===== config.mk =====
export PLATFORM = sky130hd
export DESIGN_NAME = sc_config_shadow_regs
export DESIGN_NICKNAME = d
export VERILOG_FILES = /design/src/rtl/sc_config_shadow_regs.sv
export SDC_FILE = /design/constraint.sdc
export NUM_CORES = 2
export LEC_CHECK = 0
export ABC_AREA = 1
export CORE_ASPECT_RATIO = 1.25
export CORE_MARGIN = 8
export CORE_UTILIZATION = 50
export CTS_BUF_LIST = sky130_fd_sc_hd__clkbuf_4
export DETAILED_ROUTE_END_ITERATION = 10
export GPL_TIMING_DRIVEN = 0
export PLACE_DENSITY = 0.78
export SYNTH_ARGS = -nofsm -noshare
export SYNTH_HDL_FRONTEND = slang
export SYNTH_SLANG_ARGS = --single-unit
export TNS_END_PERCENT = 10

===== constraint.sdc =====
create_clock -name clk_i -period 1.6 [get_ports clk_i]
set_input_delay 0.24 -clock clk_i [delete_from_list [all_inputs] [get_ports clk_i]]
set_output_delay 0.24 -clock clk_i [all_outputs]
set_load 0.005 [all_outputs]

===== src/rtl/sc_config_shadow_regs.sv =====
`default_nettype none
// +--------------------------------------------------------------------------+
// | Module   : sc_config_shadow_regs                                         |
// | Brief    : Avalon-MM register file with vsync-committed shadow config,   |
// |            sticky status change flags and maskable interrupt.            |
// |            Macro SC_CONFIG_READBACK_EN makes shadow config readable.     |
// | Revision : 1.0 - initial release                                         |
// +--------------------------------------------------------------------------+
module sc_config_shadow_regs #(
  parameter int NUM_STATUS = 4,
  parameter int NUM_CONFIG = 13,
  parameter int ADDR_W     = 5
) (
  input  logic                    clk_i,
  input  logic                    rst_n_i,
  input  logic [31:0]             avalon_s_writedata,
  output logic [31:0]             avalon_s_readdata,
  input  logic [ADDR_W-1:0]       avalon_s_address,
  input  logic [3:0]              avalon_s_byteenable,
  input  logic                    avalon_s_write,
  input  logic                    avalon_s_read,
  input  logic                    avalon_s_chipselect,
  output logic                    avalon_s_waitrequest_n,
  input  logic [32*NUM_STATUS-1:0] status_i,
  input  logic                    vsync_i,
  output logic [32*NUM_CONFIG-1:0] config_o,
  output logic                    commit_pulse_o,
  output logic                    irq_o
);

  localparam int          c_ADDR_CTRL = NUM_STATUS;
  localparam int          c_ADDR_CHG  = NUM_STATUS + 1;
  localparam int          c_ADDR_MASK = NUM_STATUS + 2;
  localparam int          c_ADDR_CFG  = NUM_STATUS + 3;
  localparam logic [31:0] c_BAD_ADDR  = 32'hBAD0C0DE;

  typedef enum logic [0:0] {
    ST_IDLE = 1'b0,
    ST_RESP = 1'b1
  } rd_state_e;

  rd_state_e               rd_state_q, rd_state_d;
  logic [31:0]             rdata_q;
  logic [32*NUM_STATUS-1:0] status_q;
  logic                    vsync_q;
  logic                    pending_q, pending_d;
  logic [NUM_STATUS-1:0]   chg_q, chg_d;
  logic [NUM_STATUS-1:0]   mask_q, mask_d;
  logic [31:0]             shadow_q [NUM_CONFIG];
  logic [31:0]             shadow_d [NUM_CONFIG];
  logic [31:0]             active_q [NUM_CONFIG];
  logic                    commit_pulse_q;
  logic                    irq_q;

  logic                    w_wr;
  logic                    w_wr_ctrl;
  logic                    w_wr_chg;
  logic                    w_wr_mask;
  logic                    w_vsync_rise;
  logic                    w_commit;
  logic                    w_rd_capture;
  logic [31:0]             w_rd_mux;
  logic [NUM_STATUS-1:0]   w_chg_set;

  assign w_wr      = avalon_s_chipselect & avalon_s_write;
  assign w_wr_ctrl = w_wr && (avalon_s_address == ADDR_W'(c_ADDR_CTRL));
  assign w_wr_chg  = w_wr && (avalon_s_address == ADDR_W'(c_ADDR_CHG));
  assign w_wr_mask = w_wr && (avalon_s_address == ADDR_W'(c_ADDR_MASK));

  assign w_vsync_rise = vsync_i & ~vsync_q;
  assign w_commit     = (w_vsync_rise & pending_q) | (w_wr_ctrl & avalon_s_writedata[1]);

  // A CTRL arm request in the commit cycle re-arms for the following frame.
  always_comb begin
    pending_d = pending_q;
    if (w_commit) begin
      pending_d = 1'b0;
    end
    if (w_wr_ctrl && avalon_s_writedata[0]) begin
      pending_d = 1'b1;
    end
  end

  always_comb begin
    w_chg_set = '0;
    for (int k = 0; k < NUM_STATUS; k++) begin
      w_chg_set[k] = (status_i[32*k +: 32] != status_q[32*k +: 32]);
    end
  end

  // Fresh changes override a simultaneous write-1-to-clear.
  assign chg_d = (chg_q & ~(w_wr_chg ? avalon_s_writedata[NUM_STATUS-1:0] : '0)) | w_chg_set;

  always_comb begin
    mask_d = mask_q;
    if (w_wr_mask) begin
      for (int i = 0; i < NUM_STATUS; i++) begin
        if (avalon_s_byteenable[i/8]) begin
          mask_d[i] = avalon_s_writedata[i];
        end
      end
    end
  end

  always_comb begin
    for (int j = 0; j < NUM_CONFIG; j++) begin
      shadow_d[j] = shadow_q[j];
      if (w_wr && (avalon_s_address == ADDR_W'(c_ADDR_CFG + j))) begin
        for (int b = 0; b < 4; b++) begin
          if (avalon_s_byteenable[b]) begin
            shadow_d[j][8*b +: 8] = avalon_s_writedata[8*b +: 8];
          end
        end
      end
    end
  end

  always_comb begin
    w_rd_mux = c_BAD_ADDR;
    for (int k = 0; k < NUM_STATUS; k++) begin
      if (avalon_s_address == ADDR_W'(k)) begin
        w_rd_mux = status_i[32*k +: 32];
      end
    end
    if (avalon_s_address == ADDR_W'(c_ADDR_CTRL)) begin
      w_rd_mux = {23'd0, pending_q, 8'd0};
    end
    if (avalon_s_address == ADDR_W'(c_ADDR_CHG)) begin
      w_rd_mux = {{(32-NUM_STATUS){1'b0}}, chg_q};
    end
    if (avalon_s_address == ADDR_W'(c_ADDR_MASK)) begin
      w_rd_mux = {{(32-NUM_STATUS){1'b0}}, mask_q};
    end
    for (int j = 0; j < NUM_CONFIG; j++) begin
      if (avalon_s_address == ADDR_W'(c_ADDR_CFG + j)) begin
`ifdef SC_CONFIG_READBACK_EN
        w_rd_mux = shadow_q[j];
`else
        w_rd_mux = 32'd0;
`endif
      end
    end
  end

  always_comb begin
    rd_state_d   = rd_state_q;
    w_rd_capture = 1'b0;
    case (rd_state_q)
      ST_IDLE: begin
        if (avalon_s_chipselect && avalon_s_read) begin
          w_rd_capture = 1'b1;
          rd_state_d   = ST_RESP;
        end
      end
      ST_RESP: rd_state_d = ST_IDLE;
      default: rd_state_d = ST_IDLE;
    endcase
  end

  // Reset gates the stall combinationally so a read cut off by reset releases the bus at once.
  assign avalon_s_waitrequest_n = ~(w_rd_capture & rst_n_i);
  assign avalon_s_readdata      = (rd_state_q == ST_RESP) ? rdata_q : 32'd0;

  always_ff @(posedge clk_i or negedge rst_n_i) begin
    if (!rst_n_i) begin
      rd_state_q     <= ST_IDLE;
      rdata_q        <= 32'd0;
      status_q       <= '0;
      vsync_q        <= 1'b0;
      pending_q      <= 1'b0;
      chg_q          <= '0;
      mask_q         <= '0;
      commit_pulse_q <= 1'b0;
      irq_q          <= 1'b0;
      for (int j = 0; j < NUM_CONFIG; j++) begin
        shadow_q[j] <= 32'd0;
        active_q[j] <= 32'd0;
      end
    end else begin
      rd_state_q     <= rd_state_d;
      if (w_rd_capture) begin
        rdata_q <= w_rd_mux;
      end
      status_q       <= status_i;
      vsync_q        <= vsync_i;
      pending_q      <= pending_d;
      chg_q          <= chg_d;
      mask_q         <= mask_d;
      commit_pulse_q <= w_commit;
      irq_q          <= |(chg_q & mask_q);
      for (int j = 0; j < NUM_CONFIG; j++) begin
        shadow_q[j] <= shadow_d[j];
        if (w_commit) begin
          active_q[j] <= shadow_q[j];
        end
      end
    end
  end

  generate
    for (genvar j = 0; j < NUM_CONFIG; j++) begin : g_cfg_out
      assign config_o[32*j +: 32] = active_q[j];
    end
  endgenerate

  assign commit_pulse_o = commit_pulse_q;
  assign irq_o          = irq_q;

endmodule
`default_nettype wire

# Yosys cells after proc, flatten, opt, wreduce, memory -nomap -nowiden
# Index checks and enable logic that the tools add are counted.
op_classes:
  n_eq_ne: 23
  mux: 27
  n_bitwise: 13
  n_reduce_logical: 74
op_table:
  columns: ["op", "n"]
  rows:
  - ["32-bit two-way mux", 21]
  - ["32-bit inequality test", 4]
  - ["2-bit AND reduction", 53]
  - ["5-bit by 4-bit == test with 1-bit output, second input constant", 8]
  - ["5-bit by 3-bit == test with 1-bit output, second input constant", 4]
  - ["5-bit == test, second input constant", 4]
  - ["1-bit logical AND", 18]
  - ["5-bit by 2-bit == test with 1-bit output, second input constant", 2]
  - ["4-bit AND", 2]
  - ["1-bit AND", 5]
  - ["5-bit by 1-bit == test with 1-bit output, second input constant", 1]
  - ["5-bit logical NOT", 1]
  - ["1-bit two-way mux", 4]
  - ["4-bit two-way mux", 1]
  - ["4-bit NOT", 1]
  - ["4-bit OR", 1]
  - ["4-bit OR reduction", 1]
  - ["1-bit NOT", 3]
  - ["1-bit case mux with 2 select lines", 1]
  - ["2-bit nonzero test", 1]
  - ["1-bit OR", 1]
totals:
  ff_bits: 1005
  input_bits: 175
  output_inout_bits: 451
  word_cells: 211

# Logic depth before layout (Yosys ltp)
depth:
  word_depth: 21
  depth_mapped: 13
  depth_no_buf: 10

# Worst setup path before layout
# No wires, ideal clock.
synth_path:
  path_type: "input -> register"
  from: "in avalon_s_address[3]"
  to: "reg active_q (netlist bit config_o[265])"
  setup_time_ns: 0.117
  arrival_ns: 1.428
  required_time_ns: 1.483
  path_slack_ns: 0.055
  cell_stages: 12
  n_path_buf: 4
  cell_sequence: "buf_2 nor2_1 nand2_1 inv_2 nand2_1 inv_2 nand3_1 buf_2 buf_2 buf_2 nand3_1 nand2_1"
synth_between:
  elab_chain_len: 4
synth_lines:
  columns: ["item", "line_no", "source"]
  rows:
  - ["from (decl)", "18", "input logic [ADDR_W-1:0] avalon_s_address,"]
  - ["5-bit by 3-bit == test with 1-bit output", "66", "assign w_wr_ctrl = w_wr && (avalon_s_address == ADDR_W'(c_ADDR_CTRL));"]
  - ["1-bit logical AND", "66", null]
  - ["1-bit AND", "71", "assign w_commit = (w_vsync_rise & pending_q) | (w_wr_ctrl & avalon_s_writedata[1]);"]
  - ["1-bit OR", "71", null]
  - ["to (signal, indexed assignment)", "194", "active_q[j] <= shadow_q[j];"]
  - ["to (decl)", "51", "logic [31:0] active_q [NUM_CONFIG];"]
# No other way between the ends.
# A chain may end at the register's enable or synchronous reset.

# Worst setup path in the final report
layout_path:
  from: "reg rd_state_q"
  to: "out avalon_s_readdata[20]"
layout_between:
  elab_chain_len: 1
layout_lines:
  columns: ["item", "line_no", "source"]
  rows:
  - ["from (decl)", "42", "rd_state_e rd_state_q, rd_state_d;"]
  - ["from (signal assigned)", "180", "rd_state_q <= rd_state_d;"]
  - ["32-bit two-way mux", "162", "assign avalon_s_readdata = (rd_state_q == ST_RESP) ? rdata_q : 32'd0;"]
  - ["to (decl)", "17", "output logic [31:0] avalon_s_readdata,"]
# No other way between the ends.

==> flow_metrics.env <==
export IMPL_dr_pass1_iters=8
export IMPL_rsz0062_at_grt="yes"
export IMPL_synth_flop_cell="dfrtp_1"
export IMPL_required_ns=1.36
export IMPL_dp_cells=5835
export IMPL_drive_gt1_share_pct=20.1
export IMPL_path_max_fanout=6
export IMPL_finalCritPeriodShare_pct=147
export IMPL_cpMaxStageDelayCell="dfrtp_2"
export IMPL_r2r_cells=11
export IMPL_synth_area_leaders="dfrtp_1 64%, nand2_1 15%, nand3_1 6.0%, o21ai_0 5.9%, xnor2_1 2.1%"
export IMPL_status="finished with violations"
export IMPL_grt_max_degree=128
export IMPL_die_h_um=329
export IMPL_synth_cell_type_count=27
export IMPL_drt_wl_total_um=154000
export IMPL_slew_headroom_pct=-6.03
export IMPL_p_per_area_nw_per_um2=1160
export IMPL_root_buffer="clkbuf_4"
export IMPL_grt_pass1_wl_um=218000
export IMPL_finClkSkew_ns=0.0805
export IMPL_hold_class="in -> async"
export IMPL_critical_path_class="reg -> out"
export IMPL_worstPathCellList="buf_12, clkbuf_16, nand2_4, inv_2, buf_6"
export IMPL_worstSkewPairLatency_ns=1.14
export IMPL_antenna_found_initial=27
export IMPL_max_clock_path_buffers=3
export IMPL_drc=0
export IMPL_netlist_instances=4151
export IMPL_ys_seq_elements=1005
export IMPL_async_flop_share_pct=100
export IMPL_dp_hpwl_um=100000
export IMPL_htree_levels=4
export IMPL_peakVddDrop_v=0.000789
export IMPL_vias=36600
export IMPL_seq_area_frac_synth_pct=64.2
export IMPL_yosys_area_top_type="dfrtp_1"
export IMPL_portBuffers=623
export IMPL_finalHoldViolations=376
export IMPL_setup_slack_ns=-0.754
export IMPL_start_util_pct=50.2
export IMPL_cpPeakStageDelay_ns=0.43
export IMPL_grt_pass1_vias=36000
export IMPL_synth_edf_count=0
export IMPL_period_minus_slack_ns=2.35
export IMPL_cp_start_kind="flop"
export IMPL_fp_dieW_um=266
export IMPL_drv_slew=13
export IMPL_critPathCaptureType="output pin"
export IMPL_layout_nets=5455
export IMPL_cts_num_sinks=1005
export IMPL_ios=626
export IMPL_core_area_um2=78100
export IMPL_grt_overflow_total=0
export IMPL_fin_util_pct=66.0
export IMPL_drv_cap=1
export IMPL_place_congestion=0.949
export IMPL_rows=115
export IMPL_wire_per_inst_um=23.6
export IMPL_synthToLayoutAreaGrowth_pct=31.7
export IMPL_yosys_warnings=0
export IMPL_cts_buffers=234
export IMPL_yosysMostFrequentCell="nand2_1"
export IMPL_die_area_um2=87600
export IMPL_cts_tree="built"
export IMPL_static_leakage_power_nw=27.0
export IMPL_setup_viol=1139
export IMPL_syn_area_um2=39200
export IMPL_ant_nets=0
export IMPL_synth_avg_cell_area_um2=9.44
export IMPL_clk_pin_slew_ns=0.07
export IMPL_violations="hold timing, capacitance limit, slew limit, setup timing"
export IMPL_grt_usage_pct=33.1
export IMPL_via_per_inst=5.62
export IMPL_yosys_top_cells_count="1,567 x nand2_1, 1,005 x dfrtp_1, 466 x nand3_1"
export IMPL_synth_top_area_share_pct=64.2
export IMPL_holdWs_ns=-0.879
export IMPL_fmax_ghz=0.425
export IMPL_drt_iter0_markers=4024
export IMPL_critical_path_arrival_ns=2.11
export IMPL_synth_fp_nets=4326
export IMPL_tightest_slew_ns=1.59
export IMPL_stdcell_count=6521
## power by group
| group | internal, W | switching, W | total, W |
|---|---|---|---|
| clock network | 0.0101 | 0.0106 | 0.0207 |
| logic | 0.00414 | 0.00509 | 0.00923 |
| registers | 0.0281 | 0.00190 | 0.0300 |
## area by class of cell
type / instances / area [µm²]
antenna: 16 / 40.0
buffer: 250 / 1360
clock buffer: 333 / 2500
clock inverter: 75 / 419
fill: 6017 / 26500
inverter: 116 / 445
multi-input combinational: 2779 / 12700
sequential: 1005 / 25200
tap: 1053 / 1320
timing repair buffer: 894 / 7620
## path summary, 6_finish.rpt
| kind | start | end | slack (ns) |
|---|---|---|---|
| max in group asynchronous | rst_n_i | config_o[105]$_DFFE_PN0P_ | 0.43 |
| hold / removal | rst_n_i | shadow_q[163]$_DFFE_PN0P_ | -0.88 |
| min in group clk_i | avalon_s_writedata[2] | shadow_q[66]$_DFFE_PN0P_ | 0.09 |
| setup reg to reg | rd_state_q$_DFF_PN0_ | rdata_q[11]$_DFFE_PN0P_ | -0.53 |
| hold reg to reg | shadow_q[101]$_DFFE_PN0P_ | config_o[293]$_DFFE_PN0P_ | 0.44 |
| setup / recovery | rd_state_q$_DFF_PN0_ | avalon_s_readdata[20] | -0.75 |
## layer usage
| metal | GRT usage [%] | share of wire (%) | vias to the layer above | routed length [µm] |
|---|---|---|---|---|
| met5 | 0 | 0.025 | - | 38 |
| met4 | 21.1 | 7.4 | 6 | 11300 |
| met3 | 9.55 | 10 | 668 | 16100 |
| met2 | 53.1 | 47 | 2458 | 71500 |
| met1 | 39.0 | 36 | 17700 | 54600 |
| li1 | - | - | 15800 | - |
## per-stage QoR
stage	setup slack, ns	hold WS [ns]	cell area, µm²	setup TNS [ns]	power [W]
CTS	-0.817	-0.980	52100	-417.93	0.0602
global route	-0.845	-0.944	51600	-377.28	0.0623
finish	-0.754	-0.879	51600	-268.46	0.0599
detailed placement	-1.90	0.372	47000	-1428.91	0.0395
global placement	-44.01	0.449	46700	-	0.0390
floorplan	0.0553	-0.0556	39200	0	0.0330
## sequential cells by signal, indices dropped and copies added, names as in the netlist, 4 cells and up
signal,flops
status_q,128
chg_q,4
shadow_q,416
rdata_q,32
config_o,416
mask_q,4
## cell usage in the layout, fill, tap and decap left out, types with 11 or more instances in the layout
master	netlist	routed
nand3_1	466	466
buf_2	98	150
clkbuf_4	0	336
buf_6	12	91
dlygate4sd3_1	0	178
inv_2	3	34
inv_1	113	81
o211ai_1	13	13
xor2_1	14	14
clkbuf_1	99	86
diode_2	0	16
o21ai_0	464	447
clkbuf_2	1	271
nand2_4	0	32
clkinv_1	0	56
o21ai_1	24	40
xnor2_1	95	95
nor2_1	77	74
buf_16	0	11
nand2_2	6	11
buf_1	39	32
or2_2	25	25
nand2_1	1567	1529
dfrtp_1	1005	1003
clkdlybuf4s15_1	0	13
clkdlybuf4s50_1	0	204
buf_4	2	75
## critical path: cells and delay by family (launching register included)
kind                   cells  cell delay [ns]
and+or+nand+nor            1             0.06
buffers and inverters      4             0.49
DFF                        1             0.43
## cell families after synthesis
kind of cell / share of synthesized area [%]
simple gates: 22.8
flops: 64.2
compound gates: 6.50
buf+inv: 4.08
xor+xnor: 2.44
## repair_timing
| action | in CTS | in global routing |
|---|---|---|
| hold buffers | 175 | 8 |
| resized for setup | 682 | 709 |
| setup buffers | 19 | 52 |
| endpoints found under the hold margin | 816 | 499 |
| endpoints found under the setup margin | 1026 | 1301 |
| cloned | 8 | 1 |
| pin swaps | 23 | 1 |
(Power assumes the default switching activity.)
